===== src/rtl/laser_point_feeder.sv =====
`timescale 1ns/1ps
// laser_point_feeder
// Front-end for the LASER two-circle core. Points arrive on a valid/ready stream and
// are banked into two ping-pong frames of N_PTS entries. A full frame is replayed to
// the core one point per cycle while the core is released from reset; after the core
// signals DONE its circles are captured and offered on a valid/ready result port.
// A new frame is never started while a result is still waiting to be taken.
module laser_point_feeder #(
  parameter int N_PTS = 40,
  parameter int CW    = 4
) (
  input  logic            CLK,
  input  logic            RST,
  input  logic            in_valid,
  output logic            in_ready,
  input  logic [CW-1:0]   in_x,
  input  logic [CW-1:0]   in_y,
  output logic            core_rst,
  output logic [CW-1:0]   core_x,
  output logic [CW-1:0]   core_y,
  input  logic            core_done,
  input  logic [4*CW-1:0] core_circ,
  output logic            res_valid,
  input  logic            res_ready,
  output logic [4*CW-1:0] res_circ,
  output logic            busy
);

  localparam int IW = $clog2(N_PTS);
  localparam logic [IW-1:0] LAST_IDX = IW'(N_PTS - 1);
  localparam logic [IW-1:0] ONE_IDX  = IW'(1);

  typedef enum logic [1:0] {
    S_IDLE   = 2'd0,
    S_STREAM = 2'd1,
    S_WAIT   = 2'd2,
    S_CAPT   = 2'd3
  } state_t;

  // Point storage: two banks, no reset needed since the full flags gate every read.
  logic [CW-1:0] bank_x_r [0:1][0:N_PTS-1];
  logic [CW-1:0] bank_y_r [0:1][0:N_PTS-1];

  logic [1:0]      full_r;
  logic            wr_bank_r;
  logic            rd_bank_r;
  logic [IW-1:0]   wr_idx_r;
  logic [IW-1:0]   rd_idx_r;
  state_t          state_r;

  logic            core_rst_r;
  logic [CW-1:0]   core_x_r;
  logic [CW-1:0]   core_y_r;
  logic            res_valid_r;
  logic [4*CW-1:0] res_circ_r;
  logic            busy_r;

  logic            beat_s;
  logic            fill_s;
  logic            release_s;
  logic [1:0]      set_full_s;
  logic [1:0]      clr_full_s;
  logic [IW-1:0]   rd_next_s;

  // The write bank accepts points until it holds a complete frame.
  assign in_ready = ~full_r[wr_bank_r];

  assign core_rst  = core_rst_r;
  assign core_x    = core_x_r;
  assign core_y    = core_y_r;
  assign res_valid = res_valid_r;
  assign res_circ  = res_circ_r;
  assign busy      = busy_r;

  // Handshake decode and full-flag set/clear requests; fill and release always target
  // different banks, so both may happen in the same cycle.
  always_comb begin
    beat_s     = in_valid & ~full_r[wr_bank_r];
    fill_s     = beat_s && (wr_idx_r == LAST_IDX);
    release_s  = (state_r == S_STREAM) && (rd_idx_r == LAST_IDX);
    rd_next_s  = rd_idx_r + ONE_IDX;
    set_full_s = 2'b00;
    clr_full_s = 2'b00;
    if (fill_s) begin
      set_full_s[wr_bank_r] = 1'b1;
    end else begin
      set_full_s = 2'b00;
    end
    if (release_s) begin
      clr_full_s[rd_bank_r] = 1'b1;
    end else begin
      clr_full_s = 2'b00;
    end
  end

  // Store each accepted point into the current write bank.
  always_ff @(posedge CLK) begin
    if (!RST && beat_s) begin
      bank_x_r[wr_bank_r][wr_idx_r] <= in_x;
      bank_y_r[wr_bank_r][wr_idx_r] <= in_y;
    end
  end

  // Write pointer: advance per beat, switch banks after the last point of a frame.
  always_ff @(posedge CLK) begin
    if (RST) begin
      wr_idx_r  <= {IW{1'b0}};
      wr_bank_r <= 1'b0;
    end else if (beat_s) begin
      if (wr_idx_r == LAST_IDX) begin
        wr_idx_r  <= {IW{1'b0}};
        wr_bank_r <= ~wr_bank_r;
      end else begin
        wr_idx_r <= wr_idx_r + ONE_IDX;
      end
    end
  end

  // Bank occupancy flags, set by the writer on fill and cleared by the reader on release.
  always_ff @(posedge CLK) begin
    if (RST) begin
      full_r <= 2'b00;
    end else begin
      full_r <= (full_r | set_full_s) & ~clr_full_s;
    end
  end

  // Control FSM: start a frame, replay it, wait for DONE, capture and hold the result.
  // The start test uses the registered res_valid, so a result handshake in the same
  // cycle defers the next start by one cycle.
  always_ff @(posedge CLK) begin
    if (RST) begin
      state_r     <= S_IDLE;
      rd_bank_r   <= 1'b0;
      rd_idx_r    <= {IW{1'b0}};
      core_rst_r  <= 1'b1;
      core_x_r    <= {CW{1'b0}};
      core_y_r    <= {CW{1'b0}};
      res_valid_r <= 1'b0;
      res_circ_r  <= {(4*CW){1'b0}};
      busy_r      <= 1'b0;
    end else begin
      if (res_valid_r && res_ready) begin
        res_valid_r <= 1'b0;
      end
      case (state_r)
        S_IDLE: begin
          if (full_r[rd_bank_r] && !res_valid_r) begin
            state_r    <= S_STREAM;
            core_rst_r <= 1'b0;
            core_x_r   <= bank_x_r[rd_bank_r][{IW{1'b0}}];
            core_y_r   <= bank_y_r[rd_bank_r][{IW{1'b0}}];
            rd_idx_r   <= {IW{1'b0}};
            busy_r     <= 1'b1;
          end
        end
        S_STREAM: begin
          // rd_idx_r names the point currently on core_x/core_y.
          if (release_s) begin
            rd_bank_r <= ~rd_bank_r;
            rd_idx_r  <= {IW{1'b0}};
            core_x_r  <= {CW{1'b0}};
            core_y_r  <= {CW{1'b0}};
            state_r   <= S_WAIT;
          end else begin
            core_x_r <= bank_x_r[rd_bank_r][rd_next_s];
            core_y_r <= bank_y_r[rd_bank_r][rd_next_s];
            rd_idx_r <= rd_next_s;
          end
        end
        S_WAIT: begin
          if (core_done) begin
            state_r <= S_CAPT;
          end
        end
        S_CAPT: begin
          res_circ_r  <= core_circ;
          res_valid_r <= 1'b1;
          core_rst_r  <= 1'b1;
          busy_r      <= 1'b0;
          state_r     <= S_IDLE;
        end
        default: begin
          state_r    <= S_IDLE;
          core_rst_r <= 1'b1;
          busy_r     <= 1'b0;
        end
      endcase
    end
  end

endmodule

===== config.mk =====
export PLATFORM = sky130hd
export DESIGN_NAME = laser_point_feeder
export DESIGN_NICKNAME = d
export VERILOG_FILES = /design/src/rtl/laser_point_feeder.sv
export SDC_FILE = /design/constraint.sdc
export NUM_CORES = 1
export LEC_CHECK = 0
export ABC_AREA = 1
export ABC_CLOCK_PERIOD_IN_PS = 2740
export CAP_MARGIN = 25
export CELL_PAD_IN_SITES_DETAIL_PLACEMENT = 1
export CELL_PAD_IN_SITES_GLOBAL_PLACEMENT = 1
export CORE_AREA = 2 2 245 247
export CTS_BUF_LIST = sky130_fd_sc_hd__clkbuf_2
export DETAILED_ROUTE_END_ITERATION = 7
export DIE_AREA = 0 0 247 249
export PLACE_DENSITY_LB_ADDON = 0.1
export SKIP_LAST_GASP = 1
export SYNTH_ARGS = -nofsm -noshare
export SYNTH_HDL_FRONTEND = slang
export SYNTH_SLANG_ARGS = --single-unit

===== constraint.sdc =====
create_clock -name CLK -period 2.74 [get_ports CLK]
set_clock_uncertainty 0.2 [all_clocks]
set_input_delay 0.411 -clock CLK [delete_from_list [all_inputs] [get_ports CLK]]
set_output_delay 0.411 -clock CLK [all_outputs]
set_load 0.01 [all_outputs]

Word level (Yosys, flattened, before mapping)
Memory sizes are Yosys's and may differ from the RTL's. A register that Yosys moved wholly into a read port is not among the register bits.
Index checks and enable logic that the tools add are counted.
W data, S select, Z words.
- add/subtract/negate cells: 2
- multipliers: 0
- div/mod/pow operators: 0
- $lt $le $gt $ge: 7
- equality and inequality tests: 8
- shift-type cells: 0
- mux-type cells: 44
- bitwise operators: 9
- reduce and logical (&&, ||, !) cells: 19
- operator list (operator ; count):
    $mux W160 ; 1
    $bmux W4 S6 ; 2
    $mux W4 ; 9
    $demux W4 S6 ; 1
    $mux W6 ; 3
    $pmux W4 S2 ; 2
    $mux W1 ; 15
    $ge A7 B7 Y1 const B ; 2
    $not A6 Y7 ; 2
    $add A6 B1 Y6 const B ; 2
    $eq A6 B6 Y1 const B ; 2
    $pmux W6 S2 ; 1
    $mux W2 ; 5
    $logic_and A1 B1 Y1 ; 8
    $pmux W2 S4 ; 1
    $reduce_and A2 Y1 ; 4
    $lt A7 B1 Y1 const B ; 1
    $ne A2 B2 Y1 const B ; 3
    $reduce_bool A2 Y1 ; 3
    $eq A2 B2 Y1 const B ; 2
    $lt A1 B2 Y1 const B ; 2
    $pmux W1 S2 ; 2
    $not A1 Y1 ; 3
    $reduce_and A3 Y1 ; 1
    other kinds (9) ; 12
- register bits after elaboration: 45
- bits in latches: 0
- RAM bits: 640
- bits in read-only memories: 0
- bits of input ports: 29
- output and inout bits: 28
- logic and storage cells: 103
- memories kept: 2
- memories (memory ; depth ; width ; read ports ; clocked after memory_dff ; write ports ; RTL line ; text):
    bank_x_r ; 2 ; 160 ; 1 ; 1 ; 1 ; 41 ; logic [CW-1:0] bank_x_r [0:1][0:N_PTS-1];
    bank_y_r ; 2 ; 160 ; 1 ; 1 ; 1 ; 42 ; logic [CW-1:0] bank_y_r [0:1][0:N_PTS-1];

Depth between registers and ports, before layout
- word-level depth: 8
- depth in mapped cells: 16

Worst setup path after synthesis
Ideal clock, no wire load.
- path kind: register to register
- start: register wr_bank_r
- end: memory bank_x_r[0][128] in the netlist's numbering, enable pin
- data arrival time: 1970 ps
- required time: 2157 ps
- setup slack: 186 ps
- stages on the path, launching flop included: 9
- clock period less this slack: 2554 ps
- cell sequence: dfxtp_1 -> buf_2 -> o21ai_2 -> nand2_1 -> nor2_1 -> inv_1 -> nor2_1 -> inv_1 -> nor3_1
- longest elaborated chain between the ends: 7
- RTL lines (item ; RTL line ; text):
    from (decl) ; 45 ; logic wr_bank_r;
    from (signal assigned) ; 112 ; wr_bank_r <= ~wr_bank_r;
    $mux W1 (2 in a row) ; n/a ;
    $not A1 Y1 ; n/a ;
    named net in_ready ; 15 ; output logic in_ready,
    $and A1 B1 Y1 ; 78 ; beat_s = in_valid & ~full_r[wr_bank_r];
    $logic_and A1 B1 Y1 ; 98 ; if (!RST && beat_s) begin
    $mux W1 ; 98 ;
    $mux W160 (implied by the code) ; 99 ; bank_x_r[wr_bank_r][wr_idx_r] <= in_x;
    to (decl) ; 41 ;
The timed path passes the listed nets, and every way through them passes these cells. The select of a mux whose other input is x is not followed.

Worst setup path in the final report
- start: register wr_bank_r
- end: output in_ready
- longest elaborated chain between the ends: 3
- RTL lines (item ; RTL line ; text):
    $mux W1 (implied by the code) (2 in a row) ; 66 ; assign in_ready = ~full_r[wr_bank_r];
    $not A1 Y1 ; 66 ;
    to (decl) ; 15 ;
No other way between the ends. The select of a mux whose other input is x is not followed.

==> results.cfg <==
[status]
outcome = finished clean

[placed_design]
dpl_cell_area_um2 = 31500
dp_slack_ns = -0.0567
port_buffers = 56
dp.cells = 3590
dp_hpwl_mm = 55.3
gp_congestion = 0.885

[power]
powerDensity_nw_per_um2 = 624
vdd_ir_drop_max_mv = 0.405
power.leakage_nw = 13.6

[timing]
fin_ws_ns = 0.0587
tightest_slew_ns = 0.933
period_minus_slack_ns = 2.68
setup_viol_count_final = 0
rsz0062_at_grt = yes
max_slew_margin_pct = 37.8
max_freq_mhz = 373
drv_slew = 0
period_share_pct = 97.9
hold_violations = 0

[drt]
drc = 0
wl_per_cell_um = 22.8
via_per_inst = 5.45
antenna_left = 0
first_iter_violations = 1877
dr_total_vias = 21608
wl_mm = 90.5
firstDrtPassIters = 5

[critical_path]
path_max_fanout = 4
crit_required_ns = 2.13
rrSetupSlack_ns = 0.09
critPathKind = flop to output port
r2r_cells = 15
cp-start-kind = flop
startpoint = wr_bank_r$_SDFFE_PP0N_
worst_ep_arrival_time_ns = 2.07
worstSetupEndpoint = in_ready
rr_endpoint = core_y[3]$_SDFFE_PP0P_
critPathCaptureType = output port

[cts]
clk_latency_ns = 1.44
numCtsBuffers = 171
cts_tree = built
clock-sinks = 686
clk_pin_slew_ns = 0.11
clockBufferDepth = 3
cts-root-buf = clkbuf_2
htree_levels = 4

[logic_synthesis]
synth_seq_cells = 686
synth-main-ff-cell = edfxtp_1
synth_edf_count = 640
synth_nets = 2779
ys_types = 33
syn_area_um2 = 29200
avgSynthCellArea_um2 = 10.6
async_flop_share_pct = 0
yosysWarnings = 0
synthCells = 2741
seq_area_frac_synth_pct = 69.0

[floorplan]
die_w_um = 247
die-area_um2 = 61500
initial_core_util_pct = 49.7
chipHeight_um = 249
io_pins = 57
core_area_um2 = 58700
num_rows = 89

[final_layout]
final_cells = 3964
syn2layout_area_growth_pct = 16.1
fin_nets = 3095
layout-drive-gt1-share_pct = 14.9
fin_area_um2 = 33900

[flow_run]
drv_cap = 0

[grt]
grt-ovfl-total = 0
grt_usage_pct = 29.6
grt_pass1_vias = 22987
grt_max_degree = 91
antenna_found_initial = 2
grt_pass1_wl_mm = 135

[worst_hold_path]
min_path_type = primary input to flop
## power by group
part           switching [W]  internal, W
combinational        0.00181     0.000829
clock                0.00428      0.00266
sequential         0.0000541       0.0115
## layout make-up
| cell class | instances | area (µm²) |
|---|---|---|
| well taps | 773 | 967 |
| fillers | 6407 | 24800 |
| multi-input cells | 1622 | 7200 |
| flip-flops and latches | 686 | 20200 |
| inverters | 284 | 1080 |
| repair buffers | 292 | 2880 |
| clock buffers | 238 | 1190 |
| clock inverters | 64 | 362 |
| diodes | 5 | 12.5 |
## worst min-delay path by stage
stage / depth (start not counted) / startpoint / to
CTS: 4 / core_done / state_r[1]$_SDFFE_PP0P_
global placement: 2 / busy$_SDFFE_PP0P_ / busy$_SDFFE_PP0P_
finish: 4 / core_done / state_r[1]$_SDFFE_PP0P_
global route: 4 / core_done / state_r[1]$_SDFFE_PP0P_
floorplan: 2 / rd_idx_r[5]$_SDFFE_PP0P_ / rd_idx_r[5]$_SDFFE_PP0P_
detailed placement: 2 / busy$_SDFFE_PP0P_ / busy$_SDFFE_PP0P_
## metal layers
layer | wire, µm | GRT usage [%] | vias to the layer above
met1 | 37300 | 38.3 | 10724
met5 | 0 | 0 | -
met2 | 44300 | 48.5 | 730
met4 | 2830 | 11.5 | 0
met3 | 6100 | 6.79 | 178
li1 | - | - | 9976
## sequential cells by signal, summed over array words and instances, names as in the netlist, 2 cells and up, named ones only
register  flops
core_y        4
state_r       2
wr_idx_r      6
core_x        4
bank_y_r    320
full_r        2
res_circ     16
rd_idx_r      6
bank_x_r    320
## worst max-delay path, cell delays in order, from the launching register on
cell,delay (ns)
dfxtp_4,0.40
nand2_2,0.08
o21ai_4,0.08
buf_6,0.13
## Yosys cell counts (10+ instances only)
library cell	number	area [µm²]
a21oi_1	30	150
buf_2	79	395
buf_4	14	105
buf_6	12	135
clkbuf_1	35	131
dfxtp_1	46	921
edfxtp_1	640	19200
inv_1	275	1030
nand2_1	783	2940
nand3_1	368	1840
nor2_1	220	826
nor3_1	10	50.1
o211ai_1	32	240
o21ai_0	92	460
o21ai_1	26	130
o221ai_1	14	123
o22ai_1	19	119
## cells in the final DEF, fill, tap and decap left out, drive strengths merged, types with 5 or more instances in the layout
cell and count:
dfxtp 46, o22ai 19, ha 9, nor2 223, clkdlybuf4s15 6, dlygate4sd2 19
nor3 13, buf 185, nand2 783, o211ai 32, diode 5, clkinv 58
clkdlybuf4s50 20, nand3 368, o21ai 120, a21oi 30, edfxtp 640, inv 284
o221ai 14, dlygate4sd3 56, clkbuf 244
## logic make-up after synthesis
family	Yosys count	synth area share, %
multiplexers	1	0.0343
AND/OR/NAND/NOR	1392	19.7
AO/OA/AOI/OAI	218	4.33
XOR/XNOR	2	0.0858
flip-flops	686	69.0
buffers and inverters	433	6.40
adder cells (fa/ha/maj)	9	0.386
## through the flow
stage               utilization, %  power, W  hold slack (ns)  TNS (ns)
floorplan                        -    0.0132            0.255         0
global placement              53.6    0.0143            0.260   -0.0133
detailed placement            53.6    0.0143            0.262     -1.74
CTS                           57.3    0.0212            0.132    -0.261
global route                  57.7    0.0220            0.161    -0.101
finish                        57.7    0.0211            0.218         0
## timing repair
action                                  4_1_cts  5_1_grt
hold endpoints to repair                    677        0
pin swaps                                     0        1
gates resized for setup                      34       28
gates cloned                                  0        3
setup buffers                                 0        3
endpoints found under the setup margin       28       18
hold buffers                                 60        0
No activity file was read; power rests on OpenSTA's default activity.
